--- config.mk ---
export PLATFORM = sky130hd
export DESIGN_NAME = lfsr_step_ctrl_flat
export DESIGN_NICKNAME = d
export VERILOG_FILES = /design/src/rtl/lfsr_pkg.sv /design/src/rtl/lfsr_step_ctrl_if.sv /design/src/rtl/lfsr_step_ctrl_core.sv /design/src/rtl/lfsr_step_ctrl.sv /design/src/flat_wrapper.sv
export SDC_FILE = /design/constraint.sdc
export NUM_CORES = 1
export LEC_CHECK = 0
export ABC_AREA = 1
export CAP_MARGIN = 20
export CELL_PAD_IN_SITES_DETAIL_PLACEMENT = 0
export CELL_PAD_IN_SITES_GLOBAL_PLACEMENT = 1
export CORE_ASPECT_RATIO = 0.9
export CORE_UTILIZATION = 42
export CTS_CLUSTER_SIZE = 28
export DETAILED_ROUTE_END_ITERATION = 12
export GPL_TIMING_DRIVEN = 1
export HOLD_SLACK_MARGIN = 0.15
export MAX_ROUTING_LAYER = met4
export PLACE_DENSITY_LB_ADDON = 0.1
export SLEW_MARGIN = 20
export SYNTH_ARGS = -nofsm -noshare
export SYNTH_HDL_FRONTEND = slang
export SYNTH_SLANG_ARGS = --single-unit
export TNS_END_PERCENT = 1
--- constraint.sdc ---
create_clock -name clk -period 1.9 [get_ports clk]
set_clock_uncertainty 0.05 [all_clocks]
set_input_delay 0.285 -clock clk [delete_from_list [all_inputs] [get_ports clk]]
set_output_delay 0.285 -clock clk [all_outputs]
set_load 0.02 [all_outputs]
--- src/rtl/lfsr_pkg.sv ---
// Shared types, constants and the feedback function for the 5-bit Fibonacci LFSR
// (taps x^5 + x^3 + 1, maximal length 31).
package lfsr_pkg;

  typedef logic [4:0] lfsr_t;

  typedef enum logic [1:0] {
    IDLE  = 2'd0,
    RUN   = 2'd1,
    PAUSE = 2'd2
  } ctrl_state_t;

  localparam lfsr_t LFSR_RESET  = 5'b00001;
  localparam int    LFSR_PERIOD = 31;

  // New bit q[0]^q[2] enters at the MSB while the register shifts right.
  function automatic lfsr_t lfsr_next(input lfsr_t cur);
    return {cur[0] ^ cur[2], cur[4:1]};
  endfunction

endpackage

--- src/rtl/lfsr_step_ctrl_if.sv ---
// Valid/ready output channel from the LFSR controller to the downstream
// consumer (modulation/sample stage). master = producer, slave = consumer.
interface lfsr_step_ctrl_if;
  import lfsr_pkg::*;

  lfsr_t q;
  logic  q_valid;
  logic  q_ready;

  modport master (
    output q,
    output q_valid,
    input  q_ready
  );

  modport slave (
    input  q,
    input  q_valid,
    output q_ready
  );

endinterface

--- src/rtl/lfsr_step_ctrl_core.sv ---
// lfsr_core: the 5-bit LFSR state register with parallel load; load has
// priority over a step.
module lfsr_core
  import lfsr_pkg::*;
#(
  parameter lfsr_t RESET_STATE = LFSR_RESET
) (
  input  logic  clk,
  input  logic  reset,
  input  logic  en,
  input  logic  load,
  input  lfsr_t load_val,
  output lfsr_t q
);

  lfsr_t q_q;

  // NOTE: sequential state is only ever updated with <= so every register
  // samples pre-edge values regardless of block ordering.
  always_ff @(posedge clk or posedge reset) begin
    if (reset) begin
      q_q <= RESET_STATE;
    end else if (load) begin
      q_q <= load_val;
    end else if (en) begin
      q_q <= lfsr_next(q_q);
    end
  end

  assign q = q_q;

endmodule

--- src/rtl/lfsr_step_ctrl.sv ---
// LFSR sequencing controller: run/pause FSM, tick divider, valid/ready output,
// period and overrun flags. Define LFSR_LOCKUP_RECOVER_EN to reject a zero seed.
module lfsr_step_ctrl
  import lfsr_pkg::*;
#(
  parameter int unsigned TICK_DIV    = 25_000_000,
  parameter int unsigned DIV_W       = $clog2(TICK_DIV),
  parameter lfsr_t       RESET_STATE = LFSR_RESET
) (
  input  logic                    clk,
  input  logic                    reset,
  input  logic                    start,
  input  logic                    stop,
  input  logic                    seed_load,
  input  lfsr_t                   seed,
  lfsr_step_ctrl_if.master        q_if,
  output logic                    period_done,
  output logic                    overrun,
  output logic                    busy
);

  localparam logic [DIV_W-1:0] DIV_LAST = DIV_W'(TICK_DIV - 1);

  ctrl_state_t      state_q;
  logic             busy_q;
  logic [DIV_W-1:0] div_q, div_d;
  logic             q_valid_q, q_valid_d;
  logic             pending_q, pending_d;
  logic             overrun_q, overrun_d;
  logic             period_done_q, period_done_d;
  lfsr_t            seed_reg_q, seed_reg_d;

  lfsr_t q;
  lfsr_t next_q;
  lfsr_t seed_eff;
  lfsr_t load_val;
  logic  seed_err;
  logic  lock_fix;
  logic  core_load;
  logic  tick;
  logic  accept;
  logic  step;
  logic  stall;

  lfsr_core #(
    .RESET_STATE (RESET_STATE)
  ) u_core (
    .clk      (clk),
    .reset    (reset),
    .en       (step),
    .load     (core_load),
    .load_val (load_val),
    .q        (q)
  );

  // NOTE: every signal assigned here gets a value on every path, so no
  // latches are inferred.
  always_comb begin
    tick   = (state_q == RUN) && (div_q == DIV_LAST);
    accept = q_valid_q && q_if.q_ready;
    // seed_load overrides everything, including a pending or due step.
    step   = !seed_load && (tick || pending_q) && (!q_valid_q || q_if.q_ready);
    stall  = !seed_load && tick && q_valid_q && !q_if.q_ready;

`ifdef LFSR_LOCKUP_RECOVER_EN
    seed_err = (seed == '0);
    seed_eff = seed_err ? RESET_STATE : seed;
    lock_fix = step && (q == '0);
    next_q   = (q == '0) ? RESET_STATE : lfsr_next(q);
`else
    seed_err = 1'b0;
    seed_eff = seed;
    lock_fix = 1'b0;
    next_q   = lfsr_next(q);
`endif

    core_load = seed_load || lock_fix;
    load_val  = seed_load ? seed_eff : RESET_STATE;

    seed_reg_d    = seed_load ? seed_eff : seed_reg_q;
    period_done_d = step && (next_q == seed_reg_q);

    q_valid_d = q_valid_q;
    if (seed_load)   q_valid_d = 1'b0;
    else if (step)   q_valid_d = 1'b1;
    else if (accept) q_valid_d = 1'b0;

    // step and stall are mutually exclusive (ready vs. !ready).
    pending_d = pending_q;
    if (seed_load || step)     pending_d = 1'b0;
    else if (stall)            pending_d = 1'b1;

    overrun_d = overrun_q;
    if (seed_load)                  overrun_d = seed_err;
    else if (stall && pending_q)    overrun_d = 1'b1;

    div_d = div_q;
    if (seed_load) begin
      div_d = '0;
    end else begin
      unique case (state_q)
        IDLE:    div_d = '0;
        RUN:     div_d = tick ? '0 : div_q + DIV_W'(1);
        PAUSE:   div_d = div_q;
        default: div_d = '0;
      endcase
    end
  end

  always_ff @(posedge clk or posedge reset) begin
    if (reset) begin
      state_q <= IDLE;
      busy_q  <= 1'b0;
    end else if (seed_load) begin
      state_q <= IDLE;
      busy_q  <= 1'b0;
    end else begin
      // stop outranks start in every state.
      unique case (state_q)
        IDLE: if (start && !stop) begin
          state_q <= RUN;
          busy_q  <= 1'b1;
        end
        RUN: if (stop) begin
          state_q <= PAUSE;
          busy_q  <= 1'b0;
        end
        PAUSE: if (start && !stop) begin
          state_q <= RUN;
          busy_q  <= 1'b1;
        end
        default: begin
          state_q <= IDLE;
          busy_q  <= 1'b0;
        end
      endcase
    end
  end

  always_ff @(posedge clk or posedge reset) begin
    if (reset) begin
      div_q         <= '0;
      q_valid_q     <= 1'b0;
      pending_q     <= 1'b0;
      overrun_q     <= 1'b0;
      period_done_q <= 1'b0;
      seed_reg_q    <= RESET_STATE;
    end else begin
      div_q         <= div_d;
      q_valid_q     <= q_valid_d;
      pending_q     <= pending_d;
      overrun_q     <= overrun_d;
      period_done_q <= period_done_d;
      seed_reg_q    <= seed_reg_d;
    end
  end

  assign q_if.q       = q;
  assign q_if.q_valid = q_valid_q;
  assign period_done  = period_done_q;
  assign overrun      = overrun_q;
  assign busy         = busy_q;

endmodule

--- src/flat_wrapper.sv ---
// flat-port wrapper written by rule: the top's interface ports become plain ports
module lfsr_step_ctrl_flat import lfsr_pkg::*;
#(
  parameter int unsigned TICK_DIV    = 25_000_000,
  parameter int unsigned DIV_W       = $clog2(TICK_DIV),
  parameter lfsr_t       RESET_STATE = LFSR_RESET
)
  (clk, reset, start, stop, seed_load, seed, period_done, overrun, busy, q_if_q, q_if_q_valid, q_if_q_ready);
  lfsr_step_ctrl_if q_if_i ();
  input  logic clk;
  input  logic reset;
  input  logic start;
  input  logic stop;
  input  logic seed_load;
  input  lfsr_t seed;
  output logic period_done;
  output logic overrun;
  output logic busy;
  output wire logic [$bits(q_if_i.q)-1:0] q_if_q;
  output wire logic [$bits(q_if_i.q_valid)-1:0] q_if_q_valid;
  input wire logic [$bits(q_if_i.q_ready)-1:0] q_if_q_ready;
  assign q_if_q = q_if_i.q;
  assign q_if_q_valid = q_if_i.q_valid;
  assign q_if_i.q_ready = q_if_q_ready;
  lfsr_step_ctrl #(.TICK_DIV(TICK_DIV), .DIV_W(DIV_W), .RESET_STATE(RESET_STATE)) u_core (.clk(clk), .reset(reset), .start(start), .stop(stop), .seed_load(seed_load), .seed(seed), .q_if(q_if_i), .period_done(period_done), .overrun(overrun), .busy(busy));
endmodule
Yosys cells after proc, flatten, opt, wreduce, memory -nomap -nowiden

Index checks and enable logic that the tools add are counted.

Bits in registers: 42
Output and inout port bits: 9
Logic and storage cells: 62

Add/sub/neg operators: 1
Equal/unequal tests: 7
Mux-type cells: 20
Bitwise gates (word level): 1
Reduce and logical (&&, ||, !) cells: 24

Operator list:

| kind                                                                   | number |
|---|---|
| 25-bit two-way mux                                                     | 2 |
| 25-bit one-hot mux with 2 select lines                                 | 1 |
| 25-bit by 1-bit adder with 25-bit output (second input constant)       | 1 |
| 25-bit equality test (second input constant)                           | 1 |
| 1-bit logical AND                                                      | 10 |
| 1-bit two-way mux                                                      | 10 |
| 5-bit two-way mux                                                      | 2 |
| 2-bit two-way mux                                                      | 3 |
| 2-bit nonzero test                                                     | 3 |
| 5-bit equality test                                                    | 1 |
| 1-bit zero test                                                        | 4 |
| 2-bit one-hot mux with 2 select lines                                  | 1 |
| 1-bit logical OR                                                       | 3 |
| 3-bit by 1-bit != test with 1-bit output (second input constant)       | 1 |
| 3-bit != test (second input constant)                                  | 1 |
| 3-bit nonzero test                                                     | 1 |
| 2-bit by 1-bit equality test with 1-bit output (second input constant) | 1 |
| 2-bit equality test (second input constant)                            | 1 |
| 2-bit zero test                                                        | 1 |
| 2-bit != test (second input constant)                                  | 1 |
| 1-bit one-hot mux with 2 select lines                                  | 1 |
| 2-bit AND reduction                                                    | 1 |
| 2-bit OR reduction                                                     | 1 |
| 1-bit bitwise XOR                                                      | 1 |

Depth between registers and ports, before layout

Depth in word-level cells: 8
Mapped depth: 11

By module

From an unflattened synthesis, not the netlist that was laid out.

Cells, all modules: 326
Area, all modules: 2459.9 µm²

Modules (own cells, without submodules):

| module         | instances | cells an instance | area an instance (µm²) | sequential area each (µm²) |
|---|---|---|---|---|
| lfsr_step_ctrl | 1         | 292               | 2208.4                 | 927.1 |
| lfsr_core      | 1         | 34                | 251.5                  | 126.4 |

Worst setup path after synthesis

OpenSTA, ideal clock, no wires.

Path kind: flip-flop to flip-flop
From: register u_core.div_q[0]
To: register u_core.div_q[14]
Arrival: 1350 ps
Setup slack: 379 ps
Stages on the path, launching flop included: 12
Path buffers: 1
Clock period less this slack: 1521 ps
Path through: dfrtp_1 ha_1 inv_1 nor2_4 nand2_2 nor2_2 nand2_2 nand2_4 nand2_4 clkinv_2 buf_12 nor2_2

Longest elaborated chain between the ends: 5

Ends and longest elaborated chain:

| what                                                                             | line                  | source |
|---|---|---|
| start: declaration                                                               | lfsr_step_ctrl.sv:26  | `logic [DIV_W-1:0] div_q, div_d;` |
| start signal: assignment                                                         | lfsr_step_ctrl.sv:149 | `div_q <= div_d;` |
| branches (longest 2 deep; another with 25-bit by 1-bit adder with 25-bit output) | --                    |  |
| 25-bit two-way mux *                                                             | lfsr_step_ctrl.sv:103 | `RUN: div_d = tick ? '0 : div_q + DIV_W'(1);` |
| 25-bit one-hot mux with 2 select lines *                                         | lfsr_step_ctrl.sv:101 | `unique case (state_q)` |
| 25-bit two-way mux *                                                             | lfsr_step_ctrl.sv:98  | `if (seed_load) begin` |

Every way passes the cells marked *.
A chain may end at the register's enable or synchronous reset.

Worst setup path after layout

From: register u_core.u_core.q_q[0], in the netlist u_core.u_core.q[0]
To: output port q_if_q[0]

RTL lines:

| what                     | line                      | source |
|---|---|---|
| start: declaration       | lfsr_step_ctrl_core.sv:16 | `lfsr_t q_q;` |
| start signal: assignment | lfsr_step_ctrl_core.sv:24 | `q_q <= load_val;` |
| start signal: assignment | lfsr_step_ctrl_core.sv:26 | `q_q <= lfsr_next(q_q);` |
| end: declaration         | flat_wrapper.sv:19        | `output wire logic [$bits(q_if_i.q)-1:0] q_if_q;` |

No word-level cell between the ends.

==> metrics <==
worst-skew pair later-pin latency=0.29 ns; final hold violations=0; Syn Std Cell Area=2347 um2; Synth top cells by count=nand2_1, dfrtp_1, nor2_1, inv_1, nand3_1; R2R depth=10; shortest period the worst path allows=1.782 ns; Die W=80.80 um; Post-synth EDFFs=0; Starting Density=44.14%; Syn Nets=324; Fin Setup TNS=0 ns; critical path class=reg2out; routability cong.=0.8251; Syn Area/Cell=7.523 um2; Iter 0 DRT Violations=91; critical path capture point type=output pin; WP buf/inv=1; fin crit share=93.77%; RSZ-0062 raised after global routing=no; IO buf count=19; main area contributors after synthesis=dfrtp_1, nand2_1, nor2_1; DR WL/cell=12.73 um; Hold-fix buffers, CTS=0; CP Data Arrival Time=1.45 ns; Synth cell types=28; antenna violations before repair=0; Pwr Density=700.9 nW/um2; Pleak=0.001272 uW; CTS H-tree depth=2; global-route usage over all layers=20.64%; largest fanout on the critical path=3; Vias/cell=4.790; Worst slew margin=84.16%; clock root buffer=clkbuf_8; Pre-Repair DR Iteration Count=5; post-DP HPWL=3828 um; synthesized instance count=312; fraction of registers with async set/reset=100.0%; Crit path max-delay family=buffers and inverters; # setup viols final=0; vias in the first global route=1847; Die ar.=5892 um2; Max Cap Viol=0; Ports=20; CP required=1.56 ns; cell taking the most area after synthesis=dfrtp_1; FP Rows=25; Worst-path clk slew=0.08 ns; clock sinks=41; via count=1964; sequential area share after synthesis=43.82%; ys flop type=dfrtp_1; Hold WC Path Type=in2async; largest net degree at the start of global routing=42; Longest Clk Path Bufs=2; CP startpoint=u_core.u_core.q[0]$_DFFE_PP1P_; Levels on crit path=1; CTS tree=yes; max-slew violations=0; Worst Max-Slew Pin Slew=0.2376 ns; # diodes=0; first-pass GRT wire length=8797 um; crit-path cells=clkdlybuf4s50_1; CTS buffer count=5; VDD IR-drop max=473.0 uV; final core occ=52.24%; Area Overhead vs Synth=18.34%; status=completed; most frequent cell after synthesis=nand2_1; Die H=72.92 um; area share of the largest cell type after synthesis=41.58%; Post-Route WL=5221 um; layout net count=354; grt ovf=0; FF+latch count, synth=41; layout cells sized above 1=13.70%; antenna-violating nets left=0; f_max=561.3 MHz; Worst path slowest cell=clkdlybuf4s50_1; CP peak stage delay=0.60 ns; YS warnings=0; crit path launch type=register; Reg2Reg Launch Point=u_core.div_q[0]$_DFFE_PP0P_; Core ar.=5318 um2; # DRC=0
## registers in the layout (all words and copies together), names as in the netlist
name	cells
u_core.div_q	25
u_core.pending_q	1
u_core.u_core.q	5
u_core.state_q	2
u_core.period_done	1
u_core.q_if.q_valid	1
u_core.seed_reg_q	5
u_core.overrun	1
## final timing paths
check                                                   end  slack (ns)
setup / recovery                                  q_if_q[0]        0.12
hold / removal                 u_core.div_q[21]$_DFFE_PP0P_        0.31
setup reg to reg                u_core.div_q[9]$_DFFE_PP0P_        0.19
hold reg to reg            u_core.seed_reg_q[0]$_DFFE_PP1P_        0.43
max in group asynchronous    u_core.u_core.q[0]$_DFFE_PP1P_        1.23
min in group clk           u_core.seed_reg_q[0]$_DFFE_PP1P_        0.43
## cells by family after synthesis
logic type | Yosys count | synth area share, %
simple gates | 198 | 37.85
flops | 41 | 43.82
buf+inv | 35 | 6.716
compound gates | 22 | 5.491
xor+xnor | 15 | 5.597
fa+ha+maj | 1 | 0.5330
## per-layer routing
metal  vias to the layer above  share of wire, %  GRT usage [%]
li1                       1032                 -              -
met1                       905                55          31.35
met2                        20                41          27.54
met3                         7               3.1          3.750
met4                         0               1.1          5.952
met5                         -                 0              -
## where the power goes
| part | internal, uW | switching [uW] | total [uW] |
|---|---|---|---|
| Clock | 429 | 306 | 734 |
| Combinational | 115 | 158 | 273 |
| Sequential | 907 | 31.9 | 939 |
| Total | 1450 | 496 | 1950 |
## repair_timing
item                                    4_1_cts  5_1_grt
endpoints found under the setup margin        0        3
hold endpoints to repair                      0        0
setup buffers                                 0        0
gates resized for setup                       0        2
## metrics by stage
step           total power [uW]  cell area (um2)  worst slack [ns]  std cells  hold WS (ns)
2_1_floorplan              1128             2347            0.3791        312        0.3293
3_3_place_gp               1229             2658           0.04648        402        0.4117
3_5_place_dp               1231             2658           0.03375        402        0.4213
4_1_cts                    1980             2774            0.1030        410        0.3214
5_1_grt                    2044             2778           0.01290        410        0.3130
6_report                   1947             2778            0.1185        410        0.3085
## cell type report
cell class,count,area [um2]
fillers,544,2540
multi-input cells,236,1164
flip-flops and latches,41,1028
repair buffers,28,270.3
inverters,30,115.1
clock buffers,7,86.33
well taps,67,83.83
clock inverters,1,30.03
## cell usage in the layout (no fill, tap or decap)
cell,n
a21o_1,1
a21oi_1,6
buf_12,1
buf_4,8
bufinv_16,1
clkbuf_1,1
clkbuf_8,6
clkdlybuf4s50_1,19
dfrtp_1,39
dfstp_2,2
ha_1,1
inv_1,27
inv_2,2
inv_4,1
nand2_1,107
nand2_2,5
nand2_4,4
nand3_1,23
nand3b_1,1
nand4_1,7
nor2_1,32
nor2_2,15
nor2_4,2
nor3_1,2
o21ai_0,9
o21bai_1,4
o2bb2ai_1,1
o31ai_1,1
xnor2_1,6
xor2_1,9
Power figures use the tool's default switching activity.
